[config.mk]
export PLATFORM = sky130hd
export DESIGN_NAME = psum_accum_gen
export DESIGN_NICKNAME = d
export VERILOG_FILES = /design/src/rtl/psum_accum_gen.sv
export SDC_FILE = /design/constraint.sdc
export NUM_CORES = 1
export LEC_CHECK = 0
export BUFFER_PORTS_ARGS = -buffer_cell sky130_fd_sc_hd__buf_2
export CAP_MARGIN = 30
export CORE_MARGIN = 2
export CORE_UTILIZATION = 45
export DETAILED_ROUTE_END_ITERATION = 10
export PLACE_DENSITY = 0.71
export SYNTH_ARGS = -nofsm -noshare
export SYNTH_HDL_FRONTEND = slang
export SYNTH_SLANG_ARGS = --single-unit
export TNS_END_PERCENT = 20
[constraint.sdc]
create_clock -name clk -period 11.1 [get_ports clk]
set_input_delay 0.555 -clock clk [delete_from_list [all_inputs] [get_ports clk]]
set_output_delay 0.555 -clock clk [all_outputs]
set_load 0.02 [all_outputs]
[src/rtl/psum_accum_gen.sv]
// Partial-sum accumulator: address-sequenced read-modify-write into a psum buffer with write forwarding.
// Latency: write issued MEM_DELAY+2 cycles after accept; no backpressure. Optional macro PSUM_ACCUM_SAT_EN saturates lane adds.
module psum_accum_gen #(
  parameter int NUM_KERNEL = 4,
  parameter int BIT_WIDTH  = 8,
  parameter int ACC_WIDTH  = 16,
  parameter int ADDR_WIDTH = 16,
  parameter int MEM_DELAY  = 1,
  parameter int CNT_WIDTH  = 16
) (
  input  logic                             clk,
  input  logic                             rst,
  input  logic                             i_start,
  input  logic [CNT_WIDTH-1:0]             i_conf_outputsize,
  input  logic [CNT_WIDTH-1:0]             i_conf_passes,
  input  logic [CNT_WIDTH-1:0]             i_conf_groups,
  input  logic [NUM_KERNEL*BIT_WIDTH-1:0]  i_psum_dat,
  input  logic                             i_psum_vld,
  output logic [ADDR_WIDTH-1:0]            o_mem_radd,
  output logic                             o_mem_rden,
  input  logic [NUM_KERNEL*ACC_WIDTH-1:0]  i_mem_rdat,
  output logic [ADDR_WIDTH-1:0]            o_mem_wadd,
  output logic                             o_mem_wren,
  output logic [NUM_KERNEL*ACC_WIDTH-1:0]  o_mem_wdat,
  output logic                             o_busy,
  output logic                             o_done
);
  localparam int LW = NUM_KERNEL * BIT_WIDTH;
  localparam int DW = NUM_KERNEL * ACC_WIDTH;

  typedef enum logic [1:0] {S_IDLE, S_RUN, S_DRAIN} state_t;
  state_t state, state_nxt;

  logic [CNT_WIDTH-1:0]  cfg_size, cfg_passes, cfg_groups;
  logic [CNT_WIDTH-1:0]  addr_cnt, pass_cnt, grp_cnt;
  logic [ADDR_WIDTH-1:0] base_addr, acc_addr;
  logic                  accept, addr_last, pass_last, grp_last, job_last, done_set;

  // Stage 0 lines up with the read request, stage MEM_DELAY with the returning read data.
  logic                  p_vld  [0:MEM_DELAY];
  logic                  p_init [0:MEM_DELAY];
  logic                  p_last [0:MEM_DELAY];
  logic [ADDR_WIDTH-1:0] p_addr [0:MEM_DELAY];
  logic [LW-1:0]         p_psum [0:MEM_DELAY];

  // Entry 0 is the write currently on the memory port.
  logic                  h_vld  [0:MEM_DELAY];
  logic [ADDR_WIDTH-1:0] h_addr [0:MEM_DELAY];
  logic [DW-1:0]         h_dat  [0:MEM_DELAY];
  logic                  w_last;

  logic [DW-1:0] fwd_dat, wdat_nxt;

  function automatic logic [ACC_WIDTH-1:0] sext(input logic [BIT_WIDTH-1:0] v);
    logic signed [BIT_WIDTH-1:0] s;
    s = v;
    return ACC_WIDTH'(s);
  endfunction

  function automatic logic [ACC_WIDTH-1:0] lane_add(input logic [ACC_WIDTH-1:0] a,
                                                    input logic [ACC_WIDTH-1:0] b);
    logic [ACC_WIDTH:0] s;
    s = {a[ACC_WIDTH-1], a} + {b[ACC_WIDTH-1], b};
`ifdef PSUM_ACCUM_SAT_EN
    if (s[ACC_WIDTH] != s[ACC_WIDTH-1])
      return s[ACC_WIDTH] ? {1'b1, {(ACC_WIDTH-1){1'b0}}} : {1'b0, {(ACC_WIDTH-1){1'b1}}};
`endif
    return s[ACC_WIDTH-1:0];
  endfunction

  assign accept    = (state == S_RUN) && i_psum_vld && !i_start;
  assign addr_last = (addr_cnt == cfg_size - 1'b1);
  assign pass_last = (pass_cnt == cfg_passes - 1'b1);
  assign grp_last  = (grp_cnt == cfg_groups - 1'b1);
  assign job_last  = addr_last && pass_last && grp_last;
  assign acc_addr  = base_addr + ADDR_WIDTH'(addr_cnt);
  assign done_set  = (state == S_DRAIN) && o_mem_wren && w_last;
  assign o_busy    = (state != S_IDLE);

  always_ff @(posedge clk) begin
    if (rst) state <= S_IDLE;
    else     state <= state_nxt;
  end

  always_comb begin
    state_nxt = state;
    if (i_start) state_nxt = S_RUN;
    else begin
      case (state)
        S_RUN:   if (accept && job_last) state_nxt = S_DRAIN;
        S_DRAIN: if (done_set) state_nxt = S_IDLE;
        default: state_nxt = state;
      endcase
    end
  end

  always_ff @(posedge clk) begin
    if (rst) begin
      o_done     <= 1'b0;
      cfg_size   <= CNT_WIDTH'(1);
      cfg_passes <= CNT_WIDTH'(1);
      cfg_groups <= CNT_WIDTH'(1);
      addr_cnt   <= '0;
      pass_cnt   <= '0;
      grp_cnt    <= '0;
      base_addr  <= '0;
    end else if (i_start) begin
      o_done     <= 1'b0;
      cfg_size   <= (i_conf_outputsize == '0) ? CNT_WIDTH'(1) : i_conf_outputsize;
      cfg_passes <= (i_conf_passes == '0) ? CNT_WIDTH'(1) : i_conf_passes;
      cfg_groups <= (i_conf_groups == '0) ? CNT_WIDTH'(1) : i_conf_groups;
      addr_cnt   <= '0;
      pass_cnt   <= '0;
      grp_cnt    <= '0;
      base_addr  <= '0;
    end else begin
      if (done_set) o_done <= 1'b1;
      if (accept) begin
        if (!addr_last) addr_cnt <= addr_cnt + 1'b1;
        else begin
          addr_cnt <= '0;
          if (!pass_last) pass_cnt <= pass_cnt + 1'b1;
          else begin
            pass_cnt  <= '0;
            grp_cnt   <= grp_last ? '0 : grp_cnt + 1'b1;
            base_addr <= base_addr + ADDR_WIDTH'(cfg_size);
          end
        end
      end
    end
  end

  // Youngest matching write wins, so scan oldest to youngest.
  always_comb begin
    fwd_dat = i_mem_rdat;
    for (int i = MEM_DELAY; i >= 0; i--)
      if (h_vld[i] && (h_addr[i] == p_addr[MEM_DELAY])) fwd_dat = h_dat[i];
  end

  always_comb begin
    wdat_nxt = '0;
    for (int k = 0; k < NUM_KERNEL; k++)
      wdat_nxt[k*ACC_WIDTH +: ACC_WIDTH] = p_init[MEM_DELAY]
          ? sext(p_psum[MEM_DELAY][k*BIT_WIDTH +: BIT_WIDTH])
          : lane_add(fwd_dat[k*ACC_WIDTH +: ACC_WIDTH],
                     sext(p_psum[MEM_DELAY][k*BIT_WIDTH +: BIT_WIDTH]));
  end

  always_ff @(posedge clk) begin
    if (rst) begin
      o_mem_rden <= 1'b0;
      o_mem_radd <= '0;
      w_last     <= 1'b0;
      for (int i = 0; i <= MEM_DELAY; i++) begin
        p_vld[i]  <= 1'b0;
        p_init[i] <= 1'b0;
        p_last[i] <= 1'b0;
        p_addr[i] <= '0;
        p_psum[i] <= '0;
        h_vld[i]  <= 1'b0;
        h_addr[i] <= '0;
        h_dat[i]  <= '0;
      end
    end else begin
      o_mem_rden <= accept && (pass_cnt != '0);
      if (accept) o_mem_radd <= acc_addr;
      p_vld[0]  <= accept;
      p_init[0] <= (pass_cnt == '0);
      p_last[0] <= accept && job_last;
      p_addr[0] <= acc_addr;
      p_psum[0] <= i_psum_dat;
      h_vld[0]  <= p_vld[MEM_DELAY];
      h_addr[0] <= p_addr[MEM_DELAY];
      h_dat[0]  <= wdat_nxt;
      // A restart must not let the old job's final write raise done for the new job.
      w_last    <= p_last[MEM_DELAY] && !i_start;
      for (int i = 1; i <= MEM_DELAY; i++) begin
        p_vld[i]  <= p_vld[i-1];
        p_init[i] <= p_init[i-1];
        p_last[i] <= p_last[i-1] && !i_start;
        p_addr[i] <= p_addr[i-1];
        p_psum[i] <= p_psum[i-1];
        h_vld[i]  <= h_vld[i-1];
        h_addr[i] <= h_addr[i-1];
        h_dat[i]  <= h_dat[i-1];
      end
    end
  end

  assign o_mem_wren = h_vld[0];
  assign o_mem_wadd = h_addr[0];
  assign o_mem_wdat = h_dat[0];

endmodule
Yosys cells after proc, flatten, opt, wreduce, memory -nomap -nowiden
Memories as Yosys holds them, arrays and structs flattened.
Cells that the tools add are included.
{"block": "totals", "reg_bits": 133, "latchBits": 0, "ramBits": 264, "romBits": 0, "in_bits": 148, "output_inout_bits": 100, "wordCells": 121, "n_memories": 8}
{"block": "op_classes", "add_sub_neg": 12, "multipliers": 0, "div": 0, "n_lt_le_gt_ge": 0, "eq_ne": 11, "shift": 0, "n_mux": 35, "bitwise": 16, "reduce_logical": 26}
{"memory": "h_dat", "depth": 2, "word_bits": 64, "rd": 2, "rd_ports_with_merged_regs": 0, "wr": 2, "line_no": "49", "source": "logic [DW-1:0] h_dat [0:MEM_DELAY];"}
{"memory": "p_psum", "depth": 2, "word_bits": 32, "rd": 2, "rd_ports_with_merged_regs": 0, "wr": 2, "line_no": "44", "source": "logic [LW-1:0] p_psum [0:MEM_DELAY];"}
{"memory": "h_addr", "depth": 2, "word_bits": 16, "rd": 2, "rd_ports_with_merged_regs": 0, "wr": 2, "line_no": "48", "source": "logic [ADDR_WIDTH-1:0] h_addr [0:MEM_DELAY];"}
{"memory": "p_addr", "depth": 2, "word_bits": 16, "rd": 2, "rd_ports_with_merged_regs": 0, "wr": 2, "line_no": "43", "source": "logic [ADDR_WIDTH-1:0] p_addr [0:MEM_DELAY];"}
{"memory": "h_vld", "depth": 2, "word_bits": 1, "rd": 2, "rd_ports_with_merged_regs": 0, "wr": 2, "line_no": "47", "source": "logic h_vld [0:MEM_DELAY];"}
{"memory": "p_init", "depth": 2, "word_bits": 1, "rd": 2, "rd_ports_with_merged_regs": 0, "wr": 2, "line_no": "41", "source": "logic p_init [0:MEM_DELAY];"}
{"memory": "2 more memories"}
{"op": "2-to-1 mux 64 bit", "count": 4}
{"op": "2-to-1 mux 16 bit", "count": 14}
{"op": "equality test 16 bit", "count": 5}
{"op": "adder 16 x 8 -> 16 bit", "count": 4}
{"op": "zero test 16 bit", "count": 4}
{"op": "2-to-1 mux 32 bit", "count": 2}
{"op": "adder 16 x 1 -> 16 bit, second input constant", "count": 3}
{"op": "subtractor 16 x 1 -> 16 bit, second input constant", "count": 3}
{"op": "adder 16 bit", "count": 2}
{"op": "OR 1 bit", "count": 16}
{"op": "nonzero test 16 bit", "count": 1}
{"op": "logical AND 1 bit", "count": 12}
{"op": "2-to-1 mux 1 bit", "count": 12}
{"op": "AND reduction 3 bit", "count": 3}
{"op": "2-to-1 mux 2 bit", "count": 2}
{"op": "one-hot mux 2 bit (2 select lines)", "count": 1}
{"op": "nonzero test 2 bit", "count": 2}
{"op": "inequality test 3 x 2 -> 1 bit, second input constant", "count": 1}
{"op": "inequality test 3 bit, second input constant", "count": 1}
{"op": "nonzero test 3 bit", "count": 1}
{"op": "equality test 2 x 1 -> 1 bit, second input constant", "count": 1}
{"op": "equality test 2 bit, second input constant", "count": 1}
{"op": "inequality test 2 x 1 -> 1 bit, second input constant", "count": 1}
{"op": "inequality test 2 bit, second input constant", "count": 1}
{"op": "other kinds (3)", "count": 3}

Longest topological paths before layout
Gate-level depths: netlist of the first run.
{"block": "logic_depth", "ltp_word": 8, "mapped_depth": 19, "ltp_nobuf": 16}

Least setup slack after synthesis of the first run
OpenSTA, ideal clock, no wires.
{"block": "synth_path", "path_type": "register to register", "start": "memory p_addr[1][0], in the netlist p_addr[0][16]", "end": "memory h_dat[0][12] (netlist bit)", "setup_ps": 65, "arrival_time_ps": 4705, "t_required_ps": 11035, "setup_slack_ps": 6330, "path_stages_with_launch": 19, "path_buffers": 2, "period_less_slack_ps": 4770, "path_cell_list": "dfxtp_1 > xor2_1 > nor4_1 > nand3_1 > nor4_1 > clkbuf_1 > buf_1 > mux2i_1 > a21oi_1 > ha_1 > fa_1 > a21o_1 > a21o_1 > a2111oi_0 > nor3b_1 > or3b_2 > and3_1 > o31a_1 > nor2_1"}
{"item": "from (decl)", "line_no": "43"}
{"item": "to (decl)", "line_no": "49"}

==> out/qor.yml, run 1 <==
outcome:
  status: "complete, no violations"
layout:
  final_nets: 2751
  fillers: 4199
  area_growth_pct: 12.9
  drive_above_1_share: 0.154
  final_common_cell: "dfxtp_1"
  stdcell_count: 3137
  final_cell_mix: "dfxtp_1, nor2_1, buf_2"
sta:
  slew_headroom: 0.371
  fin_skew_ns: 0.0224
  grt_setup_unrepaired: "false"
  slew_viol_final: 0
  tns_ns: 0
  hold_viol: 0
  tightestPinTransition_ns: 0.943
  setup_viol: 0
  fin_crit_ns: 5.74
  max_freq_ghz: 0.174
  min_period_over_period: 0.517
setup_path:
  crit_chain: "xor2_1 > nor4_1 > nand3_1 > nor4_2 > buf_4 > buf_4 > mux2i_1 > a21oi_1 > ha_1 > a211o_1 > a2111oi_0 > o31ai_1 > o41ai_1 > nor2_1 > o311ai_0 > mux2_2"
  crit_required_ns: 11.57
  path_class: "reg -> reg"
  crit_arrival_ns: 6.20
  critPathBufInv: 2
  end_kind: "flop"
  cp_top_family: "compound AO/OA/AOI/OAI gates"
  cpMostUsedCell: "buf_4"
  slowest_stage: "buf_4"
  crit_fanout: 33
  slowest_delay_ns: 0.61
  cp-start-kind: "flop"
power_and_ir_drop:
  powerDensity_nw_per_um2: 148
  p_int_w: 0.00261
  p_seq_frac: 0.438
  switching_share: 0.254
  p_leak_nw: 10.2
  switchingPower_w: 0.000889
  p_comb_frac: 0.115
  total_power_w: 0.00350
  clkPwrFrac: 0.447
  ir_drop_mv: 0.100
clock_tree:
  numCtsBuffers: 44
  clk_path_buf_depth: 3
  cts_hold_buf: 0
  cts_tree: "built"
  h-tree-depth: 2
  cts_sinks: 397
  cts_setup_buffers: 0
  worstSkewPairLatency_ns: 0.58
  clk_pin_slew_ns: 0.06
  post_cts_resized: 0
  root_buffer: "clkbuf_16"
placement:
  hpwlAfterDp_um: 37700
  place_congestion: 0.909
  dp.cells: 3054
  io_buffers: 247
global_route:
  overflow: 0
  grt_usage: 0.212
  grt_pass1_vias: 16500
  grt_antenna_before_repair: 5
  grt_first_pass_wirelength_um: 83300
  grt_max_degree: 96
logic_synthesis:
  syn_area_um2: 20900
  yosysTopAreaCellShare: 0.381
  synth_area_leaders: "dfxtp_1, mux2i_1, ha_1"
  yosys_register_bits: 397
  ys_seq_area_frac: 0.381
  syn_nets: 2625
  synth_area_per_cell_um2: 8.79
  yosys_warnings: 0
  async_reset_ff_frac: 0
  synth.distinct_cells: 80
  synth_edf_count: 0
  netlist_instances: 2374
  synth_ff_type: "dfxtp_1"
  yosys.area.top_type: "dfxtp_1"
detailed_routing:
  ant_nets: 0
  drc_errors: 0
  viasPerCell: 5.43
  wirelength_um: 51800
  wl_per_cell_um: 16.5
  drtPass1Iterations: 5
  drt_iter0_markers: 1092
  vias: 17000
die:
  ios: 248
  start_util: 0.458
  die_area_um2: 48100
  die_w_um: 219
  rows: 78
  coreArea_um2: 45600
  die_y_um: 219
hold_path:
  hold_path.class: "in -> reg"
job:
  maxCapViolCount: 0
## power by group through the flow
stage | sequential, W | combinational (W) | clock, W
after floorplan | 0.00154 | 0.000324 | 0
after global placement | 0.00156 | 0.000390 | 0
after detailed placement | 0.00156 | 0.000402 | 0
after CTS | 0.00153 | 0.000404 | 0.00161
after global routing | 0.00154 | 0.000447 | 0.00166
final | 0.00153 | 0.000404 | 0.00156
## routing by layer
metal | routed length [µm] | up-vias | track usage
met5 | 15 | - | 0
met4 | 1990 | 2 | 0.0962
met3 | 2850 | 115 | 0.0359
met2 | 24000 | 481 | 0.348
met1 | 22900 | 7954 | 0.272
li1 | - | 8477 | -
## synthesized netlist by cell type (8+ instances only)
| cell type | instances |
|---|---|
| or2_2 | 12 |
| mux2i_1 | 125 |
| nor2b_1 | 193 |
| xnor2_1 | 114 |
| nor4_2 | 8 |
| buf_1 | 14 |
| o21a_1 | 11 |
| nand3b_1 | 13 |
| a211o_1 | 12 |
| o2111ai_1 | 8 |
| nor2_1 | 263 |
| nor4_1 | 31 |
| a31oi_1 | 13 |
| a21oi_1 | 169 |
| a21boi_0 | 12 |
| clkbuf_1 | 79 |
| nand2b_1 | 11 |
| and3_1 | 33 |
| o31ai_1 | 12 |
| nand3_1 | 46 |
| or3_1 | 37 |
| a21o_1 | 26 |
| xor2_1 | 68 |
| o21ai_0 | 55 |
| buf_4 | 82 |
| nand2_1 | 134 |
| a211oi_1 | 17 |
| and4_1 | 9 |
| dfxtp_1 | 397 |
| nand4_1 | 22 |
| inv_1 | 43 |
| o211ai_1 | 14 |
| ha_1 | 97 |
| and2_1 | 17 |
| nor3_1 | 54 |
## final cells by class
class / instances / area, µm² / area share
tap: 600 / 751 / 0.0318
multi-input combinational: 1750 / 11800 / 0.499
antenna: 4 / 10.0 / 0.000425
timing repair buffer: 263 / 1380 / 0.0586
clock buffer: 56 / 1240 / 0.0524
inverter: 44 / 165 / 0.00700
clock inverter: 23 / 328 / 0.0139
sequential: 397 / 7950 / 0.337
## state kept, by name (all words and copies together) (netlist names), 2 cells and up
| register | flops |
|---|---|
| p_addr | 32 |
| h_vld | 2 |
| p_init | 2 |
| h_dat | 128 |
| addr_cnt | 16 |
| cfg_groups | 16 |
| base_addr | 16 |
| cfg_passes | 16 |
| o_mem_radd | 16 |
| grp_cnt | 16 |
| pass_cnt | 16 |
| p_last | 2 |
| cfg_size | 16 |
| p_vld | 2 |
| h_addr | 32 |
| state | 2 |
| p_psum | 64 |
## final timing paths
check	start	endpoint	slack [ns]	cells past startpoint
hold / removal	i_psum_dat[19]	p_psum[0][19]	0.18	2
setup / recovery	p_addr[0][16]	h_dat[0][47]	5.36	16
hold reg to reg	p_last[0][1]	w_last	0.43	1
setup reg to reg	p_addr[0][16]	h_dat[0][47]	5.36	16
## cells by family after synthesis
kind of cell               count (synthesis)  synth area share
muxes                                    128            0.0616
and+or+nand+nor                          925             0.234
buffers and inverters                    227            0.0563
adders and majority gates                103            0.0639
xor gates and xnor gates                 182            0.0764
DFF                                      397             0.381
AOI/OAI and AO/OA                        412             0.127
## through the flow
stage / setup slack, ns / utilization / hold slack (ns) / area, µm²
floorplan: 6.33 / - / 0.406 / 20900
global placement: 5.46 / 0.482 / 0.409 / 22000
detailed placement: 5.36 / 0.483 / 0.414 / 22000
CTS: 5.32 / 0.517 / 0.153 / 23600
global route: 4.89 / 0.517 / 0.170 / 23600
finish: 5.36 / 0.517 / 0.181 / 23600
Note: power is estimated with default switching activity, not from simulation.
==> run 2, diff against run 1 <==
- PLACE_DENSITY: 0.71 -> 0.74
- clock period: 11.1 -> 4.66 ns (I/O delays scaled with it)
==> out/qor.yml, run 2 (synthesis results as in run 1) <==
layout:
  final_nets: 2844  # was 2751
  final_common_cell: "dfxtp_1"  # unchanged
  largestRegisters: "h_dat (128), p_psum (64)"  # unchanged
  largest_reg_flops: 128  # unchanged
  area_growth_pct: 17.0  # was 12.9%
  final_cell_mix: "dfxtp_1, nor2_1, buf_2"  # unchanged
  drive_above_1_share: 0.155  # was 0.154
  regMostFlops: "h_dat"  # unchanged
  design_area_um2: 24400  # was 23600 µm²
setup_path:
  crit_required_ns: 5.11  # was 11.57 ns
  cp-start-kind: "flop"  # unchanged
  crit_arrival_ns: 4.86  # was 6.20 ns
  crit_fanout: 13  # was 33
  r2r_cells: 18  # was 16
  path_class: "reg -> reg"  # unchanged
  end_kind: "flop"  # unchanged
placement:
  placed_cell_area_um2: 22100  # was 22000 µm²
  hpwlAfterDp_um: 39300  # was 37700 µm
  place_congestion: 0.912  # was 0.909
  io_buffers: 247  # unchanged
detailed_routing:
  vias: 17500  # was 17000
  viasPerCell: 5.42  # was 5.43
  routed.top_layer: "met5"  # unchanged
  ant_nets: 0  # unchanged
  wirelength_um: 54800  # was 51800 µm
  m1WireLength_um: 24200  # was 22900 µm
  wl_per_cell_um: 17.0  # was 16.5 µm
  drt_iter0_markers: 1226  # was 1092
  drc_errors: 0  # unchanged
  wl_met3_um: 2890  # was 2850 µm
  met2WireLength_um: 25700  # was 24000 µm
  drtPass1Iterations: 5  # unchanged
clock_tree:
  numCtsBuffers: 43  # was 44
  cts_sinks: 397  # unchanged
  h-tree-depth: 2  # unchanged
  worstSkewPairLatency_ns: 0.58  # about the same
  cts_tree: "built"  # unchanged
  root_buffer: "clkbuf_16"  # unchanged
  clk_path_buf_depth: 3  # unchanged
  clk_pin_slew_ns: 0.06  # about the same
power_and_ir_drop:
  powerDensity_nw_per_um2: 332  # was 148 nW/µm²
  p_leak_nw: 10.5  # was 10.2 nW
  ir_drop_mv: 0.284  # was 0.100 mV
global_route:
  grt_pass1_vias: 16900  # was 16500
  grt_first_pass_wirelength_um: 86400  # was 83300 µm
  overflow: 0  # unchanged
  grt_max_degree: 89  # was 96
  grt_usage: 0.222  # was 0.212
  grt_antenna_before_repair: 5  # unchanged
sta:
  fin_skew_ns: 0.0140  # was 0.0224 ns
  fin_crit_ns: 4.40  # was 5.74 ns
  max_freq_ghz: 0.227  # was 0.174 GHz
  min_period_over_period: 0.944  # was 0.517
  hold_viol: 0  # unchanged
  grt_setup_unrepaired: "true"  # was false
  tightestPinTransition_ns: 0.893  # was 0.943 ns
  setup_viol: 0  # unchanged
  tns_ns: 0  # unchanged
  slew_viol_final: 0  # unchanged
  slew_headroom: 0.405  # was 0.371
hold_path:
  hold_path.class: "in -> reg"  # unchanged
  hold-path-cell-count: 3  # was 2
die:
  rows: 78  # unchanged
  ios: 248  # unchanged
  die_w_um: 219  # unchanged
  die_y_um: 219  # unchanged
  die_area_um2: 48100  # unchanged
  coreArea_um2: 45600  # unchanged
  start_util: 0.458  # unchanged
job:
  maxCapViolCount: 0  # unchanged
outcome:
  status: "complete, no violations"  # unchanged
-- run 2: cell types whose count changed in the layout (fill, tap and decap cells not counted), moves of 3 or more --
cell	delta
a2111oi_0	-3
a2111oi_2	+3
buf_12	+4
buf_4	+12
bufinv_16	-5
clkbuf_1	+4
dlygate4sd3_1	+79
-- run 2: worst max-delay path: stages, from the launching register on --
cell      delay, ns
dfxtp_1        0.33
xor2_1         0.16
nor4_2         0.27
nand3_1        0.16
nor4_4         0.18
buf_4          0.20
buf_12         0.17
mux2i_1        0.20
a21oi_1        0.10
ha_1           0.25
fa_1           0.45
a21o_1         0.17
a21oi_1        0.22
o21bai_1       0.13
a211o_1        0.32
and3_1         0.18
nor3_1         0.25
nor3_1         0.09
or3b_2         0.44
-- run 2: repair_timing --
action,in CTS,in global routing
hold buffers,79,0
pin swaps,0,0
endpoints found under the hold margin,79,0
gates resized for setup,1,13
setup endpoints to repair,2,11
setup buffers,0,2
-- run 2: layer usage --
layer	global-route usage	up-vias
met5	0	-
met3	0.0358	131
li1	-	8669
met1	0.281	8232
met2	0.374	461
met4	0.0921	2
-- run 2: final cells by class --
| class | instances | area [µm²] |
|---|---|---|
| Fill cell | 4058 | 21200 |
| Antenna cell | 2 | 5.00 |
| Inverter | 44 | 165 |
| Multi-Input combinational cell | 1750 | 11800 |
| Sequential cell | 397 | 7950 |
| Clock inverter | 20 | 204 |
| Clock buffer | 58 | 1210 |
| Timing Repair Buffer | 357 | 2320 |
| Tap cell | 600 | 751 |
-- run 2: final timing paths --
| kind | startpoint | endpoint | slack [ns] |
|---|---|---|---|
| worst max-delay path | p_addr[0][16] | h_dat[0][28] | 0.26 |
| worst min-delay path | i_start | state[0] | 0.06 |
| worst max register to register | p_addr[0][16] | h_dat[0][28] | 0.26 |
| worst min register to register | p_last[0][1] | w_last | 0.42 |
-- run 2: power by group --
group | leakage [nW] | switching, W | internal [W] | total (W)
combinational | 6.57 | 0.000577 | 0.000462 | 0.00104
sequential | 3.25 | 0.000113 | 0.00353 | 0.00365
clock | 0.689 | 0.00146 | 0.00196 | 0.00342
-- run 2: per-stage QoR --
stage	hold slack, ns	std cells	setup slack [ns]	total power (W)	util
2_1_floorplan	0.361	2374	-0.103	0.00445	-
3_3_place_gp	0.408	3067	0.0579	0.00466	0.485
3_5_place_dp	0.415	3067	0.0283	0.00469	0.485
4_1_cts	0.0114	3224	0.0214	0.00816	0.534
5_1_grt	0.0604	3226	-0.0203	0.00843	0.536
6_report	0.0551	3228	0.260	0.00811	0.536
==> run 3, diff against run 2 <==
- PLACE_DENSITY: 0.74 -> 0.71
- clock period: 4.66 -> 4.7 ns (I/O delays scaled with it)
==> out/qor.yml, run 3 (synthesis results as in run 1) <==
outcome:
  status: "complete, no violations"  # unchanged
global_route:
  grt_first_pass_wirelength_um: 87300  # was 86400 µm
  grt_pass1_vias: 17100  # was 16900
  grt_antenna_before_repair: 3  # was 5
  grt_max_degree: 179  # was 89
  grt_usage: 0.223  # was 0.222
  overflow: 0  # unchanged
layout:
  largestRegisters: "h_dat (128), p_psum (64)"  # unchanged
  largest_reg_flops: 128  # unchanged
  drive_above_1_share: 0.168  # was 0.155
  final-seq-area_um2: 7950  # about the same
  multiInputGateArea_um2: 12000  # was 11800 µm²
  fillers: 4018  # was 4058
  final_nets: 2855  # was 2844
  stdcell_count: 3240  # was 3228
  regMostFlops: "h_dat"  # unchanged
  area_growth_pct: 18.6  # was 17.0%
  final_common_cell: "dfxtp_1"  # unchanged
  final_cell_mix: "dfxtp_1, nor2_1, buf_2"  # unchanged
die:
  ios: 248  # unchanged
  start_util: 0.458  # unchanged
  die_area_um2: 48100  # unchanged
  coreArea_um2: 45600  # unchanged
  die_y_um: 219  # unchanged
  rows: 78  # unchanged
  die_w_um: 219  # unchanged
placement:
  dp.cells: 3065  # was 3067
  hpwlAfterDp_um: 38900  # was 39300 µm
  io_buffers: 247  # unchanged
  place_congestion: 0.937  # was 0.912
clock_tree:
  h-tree-depth: 2  # unchanged
  numCtsBuffers: 44  # was 43
  cts_sinks: 397  # unchanged
  root_buffer: "clkbuf_16"  # unchanged
  clk_path_buf_depth: 3  # unchanged
  cts_tree: "built"  # unchanged
  worstSkewPairLatency_ns: 0.58  # about the same
  clk_pin_slew_ns: 0.06  # about the same
sta:
  grt_setup_unrepaired: "true"  # unchanged
  setup_viol: 0  # unchanged
  fin_crit_ns: 4.52  # was 4.40 ns
  fin_skew_ns: 0.0232  # was 0.0140 ns
  max_freq_ghz: 0.221  # was 0.227 GHz
  tns_ns: 0  # unchanged
  slew_viol_final: 0  # unchanged
  tightestPinTransition_ns: 0.844  # was 0.893 ns
  hold_viol: 0  # unchanged
  min_period_over_period: 0.961  # was 0.944
  slew_headroom: 0.435  # was 0.405
hold_path:
  hold_path.class: "in -> reg"  # unchanged
  hold-path-cell-count: 2  # was 3
detailed_routing:
  vias: 17800  # was 17500
  wl_per_cell_um: 17.2  # was 17.0 µm
  drt_iter0_markers: 1252  # was 1226
  drc_errors: 0  # unchanged
  wirelength_um: 55900  # was 54800 µm
  viasPerCell: 5.48  # was 5.42
  ant_nets: 0  # unchanged
  drtPass1Iterations: 5  # unchanged
power_and_ir_drop:
  p_leak_nw: 10.6  # was 10.5 nW
  powerDensity_nw_per_um2: 329  # was 332 nW/µm²
  ir_drop_mv: 0.274  # was 0.284 mV
setup_path:
  crit_arrival_ns: 4.99  # was 4.86 ns
  r2r_cells: 18  # unchanged
  cp-start-kind: "flop"  # unchanged
  path_class: "reg -> reg"  # unchanged
  end_kind: "flop"  # unchanged
  crit_fanout: 5  # was 13
  crit_required_ns: 5.17  # was 5.11 ns
job:
  maxCapViolCount: 0  # unchanged
-- run 3: cell types whose count changed in the layout (fill, tap and decap cells not counted), sizes merged --
cell / previous run / this run
inv: 47 / 45
clkbuf: 58 / 62
diode: 2 / 3
buf: 278 / 285
clkinvlp: 5 / 4
dlygate4sd3: 79 / 80
bufinv: 2 / 4
-- run 3: where the power goes --
group | switching, W | internal (W)
sequential | 0.000115 | 0.00350
combinational | 0.000585 | 0.000477
clock | 0.00142 | 0.00205
-- run 3: worst max-delay path, stage by stage (launching register included) --
cell	delay, ns
dfxtp_2	0.34
xor2_1	0.15
nor4_2	0.27
nand3_1	0.13
nor4_2	0.33
buf_4	0.22
buf_12	0.12
clkbuf_16	0.15
mux2i_4	0.23
a21oi_2	0.09
ha_1	0.34
a211o_1	0.37
a2111oi_4	0.42
o31ai_2	0.12
o41ai_2	0.30
buf_4	0.19
nor2_1	0.05
o311ai_2	0.23
mux2_2	0.37
-- run 3: routing by layer --
metal / track usage / up-vias / wire length [µm]
li1: - / 8709 / -
met1: 0.283 / 8397 / 24300
met2: 0.378 / 529 / 26300
met3: 0.0358 / 135 / 3150
met4: 0.0896 / 0 / 2130
met5: 0 / - / 0
-- run 3: worst paths after layout --
check | from | endpoint | slack [ns]
setup / recovery | p_addr[0][22] | h_dat[0][47] | 0.18
hold / removal | rst | cfg_passes[5] | 0.06
hold reg to reg | p_last[0][1] | w_last | 0.42
setup reg to reg | p_addr[0][22] | h_dat[0][47] | 0.18
-- run 3: area by class of cell --
cell class	count	share of cell area
antenna	3	0.000303
tap	600	0.0303
clock buffer	60	0.0494
sequential	397	0.321
clock inverter	19	0.00874
multi-input combinational	1750	0.483
inverter	44	0.00667
timing repair buffer	367	0.100
-- run 3: repair_timing --
action	in CTS	in global routing
setup buffers	0	11
pin swaps	0	19
cloned	0	2
hold buffers	80	0
resized for setup	1	53
hold endpoints to repair	80	0
endpoints found under the setup margin	1	9
-- run 3: stage by stage --
stage,hold slack [ns],utilization,total power (W),area [µm²],worst slack (ns)
6_report,0.0647,0.543,0.00815,24800,0.183
5_1_grt,0.0688,0.543,0.00847,24800,-0.112
4_1_cts,0.0424,0.535,0.00817,24400,0.00646
3_5_place_dp,0.415,0.485,0.00465,22100,0.0333
3_3_place_gp,0.409,0.485,0.00462,22100,0.149
2_1_floorplan,0.363,-,0.00441,20900,-0.0626
